--- src/rtl/channel_sample_scheduler_if.sv ---
// Control/config and shift-strobe bundle between the top level and the sample scheduler.
// The master side drives start/stop/config; the slave side is the scheduler itself.
interface channel_sample_scheduler_if #(
  parameter int NUM_CHANNELS = 7,
  parameter int DEPTH        = 10,
  parameter int DIV_WIDTH    = 16,
  parameter int CH_W         = $clog2(NUM_CHANNELS),
  parameter int CNT_W        = $clog2(DEPTH + 1)
);
  // start/stop are single-cycle pulses sampled on the rising clock edge; there is
  // no valid/ready pairing: a pulse the scheduler cannot use is dropped, and a
  // rejected start (zero mask) is reported by a one-cycle cfg_err pulse.
  logic                    start;
  logic                    stop;
  logic [NUM_CHANNELS-1:0] chan_mask;
  logic [DIV_WIDTH-1:0]    sample_div;
  logic [NUM_CHANNELS-1:0] shift_en;
  logic [CH_W-1:0]         cur_chan;
  logic [CNT_W-1:0]        sample_cnt;
  logic                    busy;
  logic                    frame_done;
  logic                    full;
  logic                    cfg_err;
  logic [1:0]              dbg_state;

  modport master (
    output start, stop, chan_mask, sample_div,
    input  shift_en, cur_chan, sample_cnt, busy, frame_done, full, cfg_err, dbg_state
  );

  modport slave (
    input  start, stop, chan_mask, sample_div,
    output shift_en, cur_chan, sample_cnt, busy, frame_done, full, cfg_err, dbg_state
  );
endinterface

--- src/rtl/channel_sample_scheduler.sv ---
// Sweep sequencer for the channel sample buffers: waits sample_div+1 cycles, then
// strobes each enabled channel once in ascending order, until DEPTH sweeps are done.
module channel_sample_scheduler #(
  parameter int NUM_CHANNELS = 7,
  parameter int DEPTH        = 10,
  parameter int DIV_WIDTH    = 16,
  parameter int CH_W         = $clog2(NUM_CHANNELS),
  parameter int CNT_W        = $clog2(DEPTH + 1)
) (
  input  logic                        clk,
  input  logic                        reset,
  channel_sample_scheduler_if.slave   bus
);

  typedef enum logic [1:0] {
    S_IDLE  = 2'd0,
    S_WAIT  = 2'd1,
    S_SWEEP = 2'd2,
    S_DONE  = 2'd3
  } state_t;

  state_t                  state, state_n;
  logic [NUM_CHANNELS-1:0] mask_q, mask_n;
  logic [DIV_WIDTH-1:0]    div_cnt, div_n;
  logic [CH_W-1:0]         ch_ptr, ptr_n;
  logic                    stop_pend, stop_n;
  logic [CNT_W-1:0]        sample_cnt, cnt_n;
  logic                    frame_done_q, frame_done_n;
  logic                    cfg_err_q, cfg_err_n;

  logic [CH_W-1:0]         first_idx;
  logic [CH_W-1:0]         next_idx;
  logic                    next_found;
  logic [CNT_W-1:0]        cnt_inc;
  logic                    start_ok;
  logic                    stop_any;

  // Lowest enabled channel, and lowest enabled channel above ch_ptr.
  always_comb begin
    first_idx  = '0;
    next_idx   = '0;
    next_found = 1'b0;
    for (int i = NUM_CHANNELS - 1; i >= 0; i--) begin
      if (mask_q[i]) begin
        first_idx = CH_W'(i);
        if (CH_W'(i) > ch_ptr) begin
          next_idx   = CH_W'(i);
          next_found = 1'b1;
        end
      end
    end
  end

  assign cnt_inc  = (sample_cnt == CNT_W'(DEPTH)) ? sample_cnt : sample_cnt + CNT_W'(1);
  assign start_ok = bus.start && (bus.chan_mask != '0);
  assign stop_any = stop_pend || bus.stop;

  always_comb begin
    state_n      = state;
    mask_n       = mask_q;
    div_n        = div_cnt;
    ptr_n        = ch_ptr;
    stop_n       = stop_pend;
    cnt_n        = sample_cnt;
    frame_done_n = 1'b0;
    cfg_err_n    = 1'b0;
    case (state)
      S_IDLE: begin
        if (start_ok) begin
          mask_n  = bus.chan_mask;
          div_n   = bus.sample_div;
          cnt_n   = '0;
          state_n = S_WAIT;
        end else if (bus.start) begin
          cfg_err_n = 1'b1;
        end
      end
      S_WAIT: begin
        if (bus.stop) begin
          state_n = S_IDLE;
        end else if (div_cnt == '0) begin
          ptr_n   = first_idx;
          state_n = S_SWEEP;
        end else begin
          div_n = div_cnt - DIV_WIDTH'(1);
        end
      end
      S_SWEEP: begin
        stop_n = stop_any;
        if (next_found) begin
          ptr_n = next_idx;
        end else begin
          // The last strobe of a sweep: completing the frame outranks a pending stop.
          cnt_n  = cnt_inc;
          stop_n = 1'b0;
          if (cnt_inc == CNT_W'(DEPTH)) begin
            state_n      = S_DONE;
            frame_done_n = 1'b1;
          end else if (stop_any) begin
            state_n = S_IDLE;
          end else begin
            div_n   = bus.sample_div;
            state_n = S_WAIT;
          end
        end
      end
      S_DONE: begin
        if (bus.stop) begin
          state_n = S_IDLE;
        end else if (start_ok) begin
          mask_n  = bus.chan_mask;
          div_n   = bus.sample_div;
          cnt_n   = '0;
          state_n = S_WAIT;
        end else if (bus.start) begin
          cfg_err_n = 1'b1;
        end
      end
      default: state_n = S_IDLE;
    endcase
  end

  always_ff @(posedge clk) begin
    if (reset) begin
      state        <= S_IDLE;
      mask_q       <= '0;
      div_cnt      <= '0;
      ch_ptr       <= '0;
      stop_pend    <= 1'b0;
      sample_cnt   <= '0;
      frame_done_q <= 1'b0;
      cfg_err_q    <= 1'b0;
    end else begin
      state        <= state_n;
      mask_q       <= mask_n;
      div_cnt      <= div_n;
      ch_ptr       <= ptr_n;
      stop_pend    <= stop_n;
      sample_cnt   <= cnt_n;
      frame_done_q <= frame_done_n;
      cfg_err_q    <= cfg_err_n;
    end
  end

  assign bus.shift_en   = (state == S_SWEEP) ? (NUM_CHANNELS'(1) << ch_ptr) : '0;
  assign bus.cur_chan   = (state == S_SWEEP) ? ch_ptr : '0;
  assign bus.sample_cnt = sample_cnt;
  assign bus.busy       = (state == S_WAIT) || (state == S_SWEEP);
  assign bus.frame_done = frame_done_q;
  assign bus.full       = (state == S_DONE);
  assign bus.cfg_err    = cfg_err_q;
  assign bus.dbg_state  = state;

endmodule

--- src/flat_wrapper.sv ---
// flat-port wrapper written by rule: the top's interface ports become plain ports
module channel_sample_scheduler_flat 
#(
  parameter int NUM_CHANNELS = 7,
  parameter int DEPTH        = 10,
  parameter int DIV_WIDTH    = 16,
  parameter int CH_W         = $clog2(NUM_CHANNELS),
  parameter int CNT_W        = $clog2(DEPTH + 1)
)
  (clk, reset, bus_start, bus_stop, bus_chan_mask, bus_sample_div, bus_shift_en, bus_cur_chan, bus_sample_cnt, bus_busy, bus_frame_done, bus_full, bus_cfg_err, bus_dbg_state);
  channel_sample_scheduler_if #(.NUM_CHANNELS(NUM_CHANNELS), .DEPTH(DEPTH), .DIV_WIDTH(DIV_WIDTH), .CH_W(CH_W), .CNT_W(CNT_W)) bus_i ();
  input  logic clk;
  input  logic reset;
  input wire logic [$bits(bus_i.start)-1:0] bus_start;
  input wire logic [$bits(bus_i.stop)-1:0] bus_stop;
  input wire logic [$bits(bus_i.chan_mask)-1:0] bus_chan_mask;
  input wire logic [$bits(bus_i.sample_div)-1:0] bus_sample_div;
  output wire logic [$bits(bus_i.shift_en)-1:0] bus_shift_en;
  output wire logic [$bits(bus_i.cur_chan)-1:0] bus_cur_chan;
  output wire logic [$bits(bus_i.sample_cnt)-1:0] bus_sample_cnt;
  output wire logic [$bits(bus_i.busy)-1:0] bus_busy;
  output wire logic [$bits(bus_i.frame_done)-1:0] bus_frame_done;
  output wire logic [$bits(bus_i.full)-1:0] bus_full;
  output wire logic [$bits(bus_i.cfg_err)-1:0] bus_cfg_err;
  output wire logic [$bits(bus_i.dbg_state)-1:0] bus_dbg_state;
  assign bus_i.start = bus_start;
  assign bus_i.stop = bus_stop;
  assign bus_i.chan_mask = bus_chan_mask;
  assign bus_i.sample_div = bus_sample_div;
  assign bus_shift_en = bus_i.shift_en;
  assign bus_cur_chan = bus_i.cur_chan;
  assign bus_sample_cnt = bus_i.sample_cnt;
  assign bus_busy = bus_i.busy;
  assign bus_frame_done = bus_i.frame_done;
  assign bus_full = bus_i.full;
  assign bus_cfg_err = bus_i.cfg_err;
  assign bus_dbg_state = bus_i.dbg_state;
  channel_sample_scheduler #(.NUM_CHANNELS(NUM_CHANNELS), .DEPTH(DEPTH), .DIV_WIDTH(DIV_WIDTH), .CH_W(CH_W), .CNT_W(CNT_W)) u_core (.clk(clk), .reset(reset), .bus(bus_i));
endmodule
--- config.mk ---
export PLATFORM = sky130hd
export DESIGN_NAME = channel_sample_scheduler_flat
export DESIGN_NICKNAME = d
export VERILOG_FILES = /design/src/rtl/channel_sample_scheduler_if.sv /design/src/rtl/channel_sample_scheduler.sv /design/src/flat_wrapper.sv
export SDC_FILE = /design/constraint.sdc
export NUM_CORES = 1
export LEC_CHECK = 0
export CAP_MARGIN = 10
export CORE_ASPECT_RATIO = 0.5
export CORE_UTILIZATION = 53
export DETAILED_ROUTE_END_ITERATION = 6
export PLACE_DENSITY_LB_ADDON = 0.2
export REMOVE_ABC_BUFFERS = 1
export SLEW_MARGIN = 20
export SYNTH_ARGS = -nofsm -noshare
export SYNTH_HDL_FRONTEND = slang
export SYNTH_SLANG_ARGS = --single-unit
--- constraint.sdc ---
create_clock -name clk -period 3.6 [get_ports clk]
set_clock_uncertainty 0.2 [all_clocks]
set_input_delay 0.72 -clock clk [delete_from_list [all_inputs] [get_ports clk]]
set_output_delay 0.72 -clock clk [all_outputs]
set_load 0.01 [all_outputs]
==> results.json <==
{
  "powerDensity_nw_per_um2": 414,
  "antenna_found_initial": 0,
  "clk-insertion-delay-late_ns": 0.30,
  "initial_utilization_pct": 56.9,
  "dr.pass1.iters": 6,
  "hold-worst-slack_ns": 0.293,
  "layout.cell_area.non_filler_um2": 3160,
  "worstSetupStartpointType": "register",
  "ys_seq_elements": 35,
  "run_status": "completed",
  "preCtsSetupSlack_ns": 0.280,
  "setup.reg_to_reg.worst_slack_ns": 0.57,
  "groute.usage.overall_pct": 30.0,
  "clock_tree.root_cell": "sky130_fd_sc_hd__clkbuf_8",
  "period_minus_slack_ns": 3.20,
  "fillCellCount": 385,
  "core_region_area_um2": 4550,
  "netlist_area_pre_place_um2": 2590,
  "vias": 2732,
  "post-route-drc-count": 0,
  "drive_gt1_share_pct": 6.65,
  "finalCoreUtilization_pct": 69.5,
  "via_count_of_the_first_global_routing_pass": 2671,
  "cts_tree": "done",
  "worst_ep_arrival_time_ns": 2.28,
  "dp_hpwl_um": 4990,
  "layout.cells.most_common": "sky130_fd_sc_hd__clkdlybuf4s50_1",
  "clk_transition_reported_paths_ns": 0.07,
  "netlist_instances": 330,
  "p_leak_uw": 0.00116,
  "io_buffer_count": 46,
  "detail_route.wirelength_um": 7090,
  "worst-slew-pin-transition_ns": 0.847,
  "globalRoute.totalOverflow": 0,
  "level_count_of_the_clock_h_tree": 2,
  "worst_hold_path.num_cells": 2,
  "globalplace.congestion": 0.891,
  "timing.critical_path.fanout_max": 15,
  "dominantRegCellSynth": "sky130_fd_sc_hd__dfxtp_1",
  "synth_enable_flop_cells": 0,
  "die_height_um": 51.4,
  "end_kind": "primary output",
  "rsz0062_at_grt": "no",
  "totalNegativeSetupSlack_ns": 0,
  "fp.dieW_um": 101,
  "top_level_ports": 47,
  "detailed_router_s_first_iteration_violation_count": 205,
  "grt_pass1_wl_um": 12200,
  "most-common-layout-cells": "sky130_fd_sc_hd__clkdlybuf4s50_1 (46), sky130_fd_sc_hd__dfxtp_1 (35), sky130_fd_sc_hd__a21oi_1 (27)",
  "cts.repair_timing.setup_buffer_count": 0,
  "synth.yosys.seq_area_share_pct": 27.1,
  "multi_input_gate_area_um2": 1690,
  "placement_row_count": 17,
  "hold_path.class": "register to register",
  "yosysWarnings": 0,
  "worst_ir_drop_vdd_mv": 0.243,
  "pin_count_of_the_biggest_net_entering_global_routing": 30,
  "synth_cell_type_count": 61,
  "postPlaceCellArea_um2": 3030,
  "cts-hold-fix-buffers": 0,
  "slew_headroom_pct": 43.5,
  "top_achievable_clock_speed_ghz": 0.312,
  "finalHoldViolCount": 0,
  "count_of_inserted_antenna_diode_cells": 0,
  "cts.path.max_buffers": 2,
  "layout_setup_ws_ns": 0.396,
  "timing_max_transition_violations_final": 0,
  "final_net_count": 395,
  "postSynth.asyncResetShare_pct": 0,
  "drt-wirelength-per-cell_um": 16.6,
  "cts_repair_resize_count": 0,
  "cts_num_sinks": 35,
  "cp_data_required_time_ns": 2.68,
  "avgSynthCellArea_um2": 7.84,
  "worstSetupPathType": "register to primary output",
  "route.antenna.remaining_nets": 0,
  "design.die.area_um2": 5180,
  "reg2regPathDepth": 7,
  "area_growth_syn_to_fin_pct": 22.2,
  "detail_route.vias_per_cell": 6.40,
  "max_cap_violations": 0,
  "ff_latch_area_um2": 701,
  "fin_crit_sh_pct": 89.0,
  "setup_violations": 0,
  "tritoncts.num_buffers": 5
}
layout make-up:
class	count	share of cell area (%)
clock buffers	6	2.29
flip-flops and latches	35	22.2
inverters	16	1.90
well taps	66	2.61
multi-input cells	251	53.4
clock inverters	2	1.90
repair buffers	51	15.7
critical path, stage by stage (launching register included):
cell and delay (ns):
sky130_fd_sc_hd__dfxtp_1 0.35, sky130_fd_sc_hd__inv_1 0.16, sky130_fd_sc_hd__ha_1 0.52, sky130_fd_sc_hd__nand2_1 0.18, sky130_fd_sc_hd__inv_1 0.11, sky130_fd_sc_hd__and3_1 0.15, sky130_fd_sc_hd__clkdlybuf4s50_1 0.52
worst paths after layout:
check	from	end
worst max register to register	u_core.bus.dbg_state[0]$_SDFFE_PP0P_	u_core.div_cnt[12]$_SDFFE_PP0P_
worst min-delay path	u_core.div_cnt[1]$_SDFFE_PP0P_	u_core.div_cnt[1]$_SDFFE_PP0P_
worst max-delay path	u_core.bus.dbg_state[0]$_SDFFE_PP0P_	bus_shift_en[3]
worst min register to register	u_core.div_cnt[1]$_SDFFE_PP0P_	u_core.div_cnt[1]$_SDFFE_PP0P_
through the flow:
stage	cells	power, uW
2_1_floorplan	302	742
3_3_place_gp	419	861
3_5_place_dp	419	874
4_1_cts	427	1300
5_1_grt	427	1370
6_report	427	1310
cell families (layout without fill, tap and decap cells):
family	after synthesis	in the layout	share of synthesized area (%)
AOI/OAI and AO/OA	121	121	34.1
buffers and inverters	44	75	7.69
DFF	35	35	27.1
adders and majority gates	8	8	3.87
and+or+nand+nor	112	112	23.4
muxes	10	10	3.92
power by group:
group,internal [uW],switching (uW)
Combinational,174,231
Clock,277,150
Sequential,425,51.2
Total,876,432
state kept, by name (all words and copies together), names as in the netlist:
register	cells
u_core.stop_pend	1
u_core.ch_ptr	3
u_core.bus.dbg_state	2
u_core.bus.cfg_err	1
u_core.mask_q	7
u_core.bus.frame_done	1
u_core.div_cnt	16
u_core.bus.sample_cnt	4
layer usage:
layer	GRT usage [%]	share of wire, %	vias up
met4	7.73	0.87	0
li1	-	-	1317
met3	7.52	7.4	9
met5	0	0	-
met2	52.5	48	118
met1	37.2	44	1288
cell usage after synthesis (3+ instances only):
cell type / instances / area (um2)
sky130_fd_sc_hd__a21o_1: 5 / 37.5
sky130_fd_sc_hd__inv_1: 16 / 60.1
sky130_fd_sc_hd__o21ai_0: 10 / 50.1
sky130_fd_sc_hd__o41ai_1: 7 / 61.3
sky130_fd_sc_hd__a31oi_1: 3 / 18.8
sky130_fd_sc_hd__nand2b_1: 8 / 50.1
sky130_fd_sc_hd__a21oi_1: 27 / 135
sky130_fd_sc_hd__a22oi_1: 3 / 22.5
sky130_fd_sc_hd__a211oi_1: 5 / 37.5
sky130_fd_sc_hd__or2_2: 4 / 25.0
sky130_fd_sc_hd__nor4_1: 9 / 56.3
sky130_fd_sc_hd__nor2b_1: 13 / 81.3
sky130_fd_sc_hd__mux2i_1: 9 / 90.1
sky130_fd_sc_hd__ha_1: 8 / 100
sky130_fd_sc_hd__nor2_1: 24 / 90.1
sky130_fd_sc_hd__dfxtp_1: 35 / 701
sky130_fd_sc_hd__clkbuf_1: 21 / 78.8
sky130_fd_sc_hd__or3_1: 7 / 43.8
sky130_fd_sc_hd__o211ai_1: 5 / 37.5
sky130_fd_sc_hd__o31ai_1: 15 / 113
sky130_fd_sc_hd__o22ai_1: 4 / 25.0
sky130_fd_sc_hd__nand2_1: 17 / 63.8
sky130_fd_sc_hd__o311ai_0: 8 / 70.1
sky130_fd_sc_hd__nor3_1: 16 / 80.1
No activity file was read; power rests on OpenSTA's default activity.
